<file path="config.mk">
export PLATFORM = sky130hd
export DESIGN_NAME = sipo_deser
export DESIGN_NICKNAME = d
export VERILOG_FILES = /design/src/rtl/serdes_pkg.sv /design/src/rtl/sipo_deser.sv
export SDC_FILE = /design/constraint.sdc
export NUM_CORES = 1
export LEC_CHECK = 0
export ABC_AREA = 1
export BUFFER_PORTS_ARGS = -buffer_cell sky130_fd_sc_hd__buf_4
export CAP_MARGIN = 20
export CORE_AREA = 2 2 44 46
export CTS_BUF_LIST = sky130_fd_sc_hd__clkbuf_16
export DETAILED_ROUTE_END_ITERATION = 7
export DIE_AREA = 0 0 46 48
export GPL_TIMING_DRIVEN = 0
export PLACE_DENSITY = 0.56
export SLEW_MARGIN = 20
export SYNTH_ARGS = -nofsm -noshare
export SYNTH_HDL_FRONTEND = slang
export SYNTH_SLANG_ARGS = --single-unit
</file>
<file path="constraint.sdc">
create_clock -name clk -period 1.15 [get_ports clk]
set_clock_uncertainty 0.15 [all_clocks]
set_input_delay 0.115 -clock clk [delete_from_list [all_inputs] [get_ports clk]]
set_output_delay 0.115 -clock clk [all_outputs]
set_load 0.01 [all_outputs]
</file>
<file path="src/rtl/serdes_pkg.sv">
// Shared definitions for the serializer/deserializer pair: the receive FSM
// states and the default word width used on both sides of the serial link.
package serdes_pkg;

    typedef enum logic {
        IDLE  = 1'b0,
        SHIFT = 1'b1
    } state_t;

    localparam int SERDES_W = 4;

endpackage : serdes_pkg

</file>
<file path="src/rtl/sipo_deser.sv">
// Serial-in/parallel-out deserializer: assembles LSB-first words framed by a
// start marker and offers them through a single-entry valid/ready register.
module sipo_deser
    import serdes_pkg::*;
#(
    parameter int WIDTH = SERDES_W
) (
    input  logic             clk,
    input  logic             rst,
    input  logic             sin,
    input  logic             sin_en,
    input  logic             sin_start,
    output logic [WIDTH-1:0] dout,
    output logic             dout_valid,
    input  logic             dout_ready,
    output logic             overrun,
    output logic             frame_err,
    input  logic             err_clr
);

    localparam int CNT_W = $clog2(WIDTH);
    localparam logic [CNT_W-1:0] LAST_BIT = CNT_W'(WIDTH - 1);

    state_t           state, state_nxt;
    logic [CNT_W-1:0] cnt, cnt_nxt;
    // Only the WIDTH-1 earlier bits need storing; the final bit joins them
    // straight from sin when the word completes.
    logic [WIDTH-2:0] sreg, sreg_nxt;
    logic [WIDTH-1:0] dout_nxt;
    logic             dout_valid_nxt;
    logic             overrun_nxt;
    logic             frame_err_nxt;

    logic [WIDTH-1:0] word;
    logic             word_done;
    logic             ovr_set;
    logic             frm_set;

    assign word = {sin, sreg};

    // NOTE: every variable driven here gets a default first, so no path can
    // leave it unassigned and infer a latch.
    always_comb begin
        state_nxt      = state;
        cnt_nxt        = cnt;
        sreg_nxt       = sreg;
        dout_nxt       = dout;
        dout_valid_nxt = dout_valid;
        word_done      = 1'b0;
        ovr_set        = 1'b0;
        frm_set        = 1'b0;

        unique case (state)
            IDLE: begin
                if (sin_en && sin_start) begin
                    sreg_nxt           = '0;
                    sreg_nxt[WIDTH-2]  = sin;
                    cnt_nxt            = CNT_W'(1);
                    state_nxt          = SHIFT;
                end
            end
            SHIFT: begin
                if (sin_en && sin_start) begin
                    sreg_nxt           = '0;
                    sreg_nxt[WIDTH-2]  = sin;
                    cnt_nxt            = CNT_W'(1);
                    frm_set            = 1'b1;
                end else if (sin_en) begin
                    sreg_nxt = word[WIDTH-1:1];
                    if (cnt == LAST_BIT) begin
                        word_done = 1'b1;
                        cnt_nxt   = '0;
                        state_nxt = IDLE;
                    end else begin
                        cnt_nxt = cnt + CNT_W'(1);
                    end
                end
            end
            default: state_nxt = IDLE;
        endcase

        // A completing word may replace one being consumed on the same edge.
        if (word_done) begin
            if (!dout_valid || dout_ready) begin
                dout_nxt       = word;
                dout_valid_nxt = 1'b1;
            end else begin
                ovr_set = 1'b1;
            end
        end else if (dout_valid && dout_ready) begin
            dout_valid_nxt = 1'b0;
        end

        overrun_nxt   = ovr_set | (overrun & ~err_clr);
        frame_err_nxt = frm_set | (frame_err & ~err_clr);
    end

    // NOTE: sequential state uses non-blocking assignments so every register
    // samples the pre-edge values regardless of statement order.
    always_ff @(posedge clk) begin
        if (rst) begin
            state      <= IDLE;
            cnt        <= '0;
            sreg       <= '0;
            dout       <= '0;
            dout_valid <= 1'b0;
            overrun    <= 1'b0;
            frame_err  <= 1'b0;
        end else begin
            state      <= state_nxt;
            cnt        <= cnt_nxt;
            sreg       <= sreg_nxt;
            dout       <= dout_nxt;
            dout_valid <= dout_valid_nxt;
            overrun    <= overrun_nxt;
            frame_err  <= frame_err_nxt;
        end
    end

endmodule : sipo_deser

</file>
==> metrics.txt <==
# TYPE chip_impl_metric gauge
chip_impl_info{name="rsz_0062_raised_after_global_routing",value="true"} 1
chip_impl_metric{name="power.static_leakage",unit="nW"} 0.392
chip_impl_info{name="clock_tree.root_cell",value="sky130_fd_sc_hd__clkbuf_16"} 1
chip_impl_metric{name="fp.dieArea",unit="µm²"} 2210
chip_impl_metric{name="portBuffers",unit=""} 12
chip_impl_metric{name="fp.dieH",unit="µm"} 48
chip_impl_metric{name="fin_worst_hold_slack",unit="ps"} -12.9
chip_impl_metric{name="placedCellCount",unit=""} 113
chip_impl_metric{name="rows",unit=""} 15
chip_impl_metric{name="count_of_non_filler_cells_in_the_finished_layout",unit=""} 122
chip_impl_metric{name="detail_route.first_pass.iterations",unit=""} 4
chip_impl_metric{name="post_synth_num_cell_types",unit=""} 15
chip_impl_metric{name="top_level_ports",unit=""} 14
chip_impl_metric{name="synth_largest_type_area_fraction",unit="%"} 45.2
chip_impl_metric{name="timing.critical_path.required",unit="ps"} 1180
chip_impl_metric{name="worstSkewPairLatency",unit="ps"} 240
chip_impl_info{name="clock_tree_from_tritoncts",value="built"} 1
chip_impl_metric{name="mappedNetlistNets",unit=""} 92
chip_impl_metric{name="number_of_global_route_vias_before_repair",unit=""} 483
chip_impl_info{name="worstSetupEndpointType",value="register"} 1
chip_impl_metric{name="detail_route.wl_per_cell",unit="µm"} 9.91
chip_impl_metric{name="pnr_worst_setup_slack",unit="ps"} -14.0
chip_impl_metric{name="final_min_period_over_clock_period",unit="%"} 101
chip_impl_metric{name="crit_path_max_fanout",unit=""} 5
chip_impl_info{name="post-synth-top-area-cell",value="sky130_fd_sc_hd__dfxtp_1"} 1
chip_impl_metric{name="synth_seq_area_share",unit="%"} 45.2
chip_impl_metric{name="layout-drive-gt1-share",unit="%"} 32.4
chip_impl_metric{name="clock_tree.buffer_depth",unit=""} 2
chip_impl_metric{name="netlist_instances",unit=""} 84
chip_impl_info{name="setup.worst_path.start_class",value="register"} 1
chip_impl_metric{name="postSynthRegisterBits",unit=""} 13
chip_impl_metric{name="multi_input_area",unit="µm²"} 280
chip_impl_metric{name="synth_async_sr_flop_share",unit="%"} 0
chip_impl_metric{name="achievable_freq",unit="MHz"} 859
chip_impl_metric{name="final_hold_viol_count",unit=""} 2
chip_impl_info{name="synthTopCellsByArea",value="sky130_fd_sc_hd__dfxtp_1 (45%), sky130_fd_sc_hd__nand2_1 (15%), sky130_fd_sc_hd__inv_1 (12%)"} 1
chip_impl_metric{name="worst_setup_slack_before_clock_tree_synthesis",unit="ps"} -127
chip_impl_metric{name="initial_core_util",unit="%"} 34.1
chip_impl_metric{name="antenna_cells",unit=""} 0
chip_impl_metric{name="dr_total_vias",unit=""} 550
chip_impl_metric{name="setup_viol_count_final",unit=""} 4
chip_impl_metric{name="antenna_left",unit=""} 0
chip_impl_info{name="outcome",value="finished, violations left"} 1
chip_impl_metric{name="core_area",unit="µm²"} 1690
chip_impl_metric{name="dp.final_hpwl",unit="µm"} 782
chip_impl_info{name="ys_dominant_reg_cell",value="sky130_fd_sc_hd__dfxtp_1"} 1
chip_impl_metric{name="synth.cell_area",unit="µm²"} 576
chip_impl_metric{name="worstPathArrival",unit="ps"} 1190
chip_impl_info{name="path_class",value="register to register"} 1
chip_impl_metric{name="fillers",unit=""} 164
chip_impl_metric{name="postLayoutCoreUtil",unit="%"} 50.8
chip_impl_metric{name="synth-warning-count",unit=""} 0
chip_impl_metric{name="first_pass_grt_wire_length",unit="µm"} 1910
chip_impl_metric{name="route.detailed.drc",unit=""} 0
chip_impl_metric{name="finalSetupTns",unit="ps"} -38.0
chip_impl_metric{name="place_congestion",unit=""} 0.733
chip_impl_metric{name="slew_viol_final",unit=""} 0
chip_impl_metric{name="antenna_violations_before_repair",unit=""} 0
chip_impl_metric{name="fp.dieW",unit="µm"} 46
chip_impl_info{name="hold_removal_path_class",value="input port to register"} 1
chip_impl_metric{name="finalWorstPathRequiredPeriod",unit="ps"} 1160
chip_impl_metric{name="drtIter0Drc",unit=""} 5
chip_impl_info{name="synth.cells.most_frequent",value="sky130_fd_sc_hd__nand2_1 (23), sky130_fd_sc_hd__inv_1 (19), sky130_fd_sc_hd__dfxtp_1 (13)"} 1
chip_impl_metric{name="grt_use_total",unit="%"} 13.1
chip_impl_metric{name="overflow",unit=""} 0
chip_impl_metric{name="routed_wirelength",unit="µm"} 1210
chip_impl_metric{name="ctsHtreeMaxLevel",unit=""} 1
chip_impl_metric{name="postSynthAreaPerCell",unit="µm²"} 6.85
chip_impl_metric{name="numClockSinks",unit=""} 13
chip_impl_metric{name="p_per_area",unit="nW/µm²"} 1390
chip_impl_metric{name="max_slew_margin",unit="%"} 82.6
chip_impl_metric{name="drt-vias-per-instance",unit=""} 4.51
chip_impl_metric{name="final-seq-area",unit="µm²"} 263
chip_impl_metric{name="synth-edff-count",unit=""} 0
chip_impl_metric{name="largest_net_degree_at_the_start_of_global_routing",unit=""} 9
chip_impl_info{name="failed_checks",value="negative hold slack, negative setup slack"} 1
chip_impl_metric{name="path_clk_slew",unit="ps"} 40
chip_impl_metric{name="nets",unit=""} 114
chip_impl_info{name="yosysMostFrequentCell",value="sky130_fd_sc_hd__nand2_1"} 1
chip_impl_metric{name="numCtsBuffers",unit=""} 3
chip_impl_metric{name="vdd_drop_max",unit="mV"} 0.597
chip_impl_metric{name="maxCapViolCount",unit=""} 0
chip_impl_metric{name="layout-area-overhead-vs-synth",unit="%"} 49.1
chip_impl_metric{name="tightestPinTransition",unit="ps"} 260
==> what timing repair did <==
action,4_1_cts,5_1_grt
hold endpoints to repair,4,0
endpoints found under the setup margin,7,11
buffers inserted,1,1
cloned,0,0
hold buffers,3,0
resized for setup,8,6
pin swaps,9,4
==> layer usage <==
layer	routed length (µm)	part of all wire, %	up-vias	GRT usage [%]
met5	0	0	-	0
met4	40	3.3	0	12.0
met1	536	44	239	12.4
met3	49	4.1	4	5.66
met2	582	48	14	21.4
li1	-	-	293	-
==> final cells by class <==
cell class,count,area share (%)
plain buffers,1,0.583
clock buffers,3,8.75
clock inverters,1,0.437
inverters,20,8.75
multi-input cells,50,32.7
flip-flops and latches,13,30.6
well taps,17,2.48
repair buffers,17,15.7
==> cells in the final DEF (no fill, tap or decap) <==
master | netlist | layout
sky130_fd_sc_hd__dlygate4sd3_1 | 0 | 3
sky130_fd_sc_hd__buf_4 | 0 | 14
sky130_fd_sc_hd__nor2_1 | 5 | 4
sky130_fd_sc_hd__dfxtp_2 | 0 | 2
sky130_fd_sc_hd__nand3_1 | 4 | 4
sky130_fd_sc_hd__inv_1 | 19 | 18
sky130_fd_sc_hd__nand2_1 | 23 | 21
sky130_fd_sc_hd__or2_2 | 1 | 1
sky130_fd_sc_hd__a21oi_1 | 9 | 7
sky130_fd_sc_hd__nand3b_1 | 1 | 1
sky130_fd_sc_hd__inv_2 | 1 | 3
sky130_fd_sc_hd__o21ai_0 | 2 | 2
sky130_fd_sc_hd__nor2_2 | 2 | 1
sky130_fd_sc_hd__clkbuf_16 | 0 | 3
sky130_fd_sc_hd__nor2_4 | 0 | 2
sky130_fd_sc_hd__nand3_4 | 0 | 1
sky130_fd_sc_hd__dfxtp_1 | 13 | 11
sky130_fd_sc_hd__buf_2 | 1 | 1
sky130_fd_sc_hd__a21oi_2 | 0 | 2
sky130_fd_sc_hd__ha_4 | 0 | 1
sky130_fd_sc_hd__nand2_2 | 1 | 3
==> metrics by stage <==
| stage | total power, W | cell area, µm² |
|---|---|---|
| global route | 0.00125 | 858 |
| global placement | 0.000536 | 687 |
| floorplan | 0.000511 | 576 |
| finish | 0.00119 | 858 |
| detailed placement | 0.000538 | 687 |
| CTS | 0.00121 | 833 |
==> final timing paths <==
kind                 from       to  slack [ps]  cells after the start
hold / removal        rst  overrun         -10                      2
setup reg to reg   cnt[1]  dout[0]         -10                      7
setup / recovery   cnt[1]  dout[0]         -10                      7
hold reg to reg   sreg[0]  sreg[0]         310                      2
==> logic make-up after synthesis <==
group / after synthesis / synth area share [%]
DFF: 13 / 45.2
buffers and inverters: 21 / 13.9
and+or+nand+nor: 38 / 29.1
AOI/OAI and AO/OA: 11 / 9.56
adders and majority gates: 1 / 2.17
==> sequential cells by signal, indices dropped and copies added, names as in the netlist <==
register / flops
cnt: 2
dout: 4
dout_valid: 1
frame_err: 1
overrun: 1
sreg: 3
state: 1
==> worst max-delay path, stage by stage (launching register included) <==
cell                      delay (ps)
sky130_fd_sc_hd__dfxtp_2         350
sky130_fd_sc_hd__ha_4            140
sky130_fd_sc_hd__inv_2            40
sky130_fd_sc_hd__nor2_4          120
sky130_fd_sc_hd__nand3_4         110
sky130_fd_sc_hd__nand2_1          70
sky130_fd_sc_hd__inv_1            30
sky130_fd_sc_hd__nor2_1           80
==> report_power, final <==
group,switching [W],internal [W]
sequential,0.00000773,0.000462
combinational,0.0000429,0.0000361
clock,0.000187,0.000458
Power figures use the tool's default switching activity.
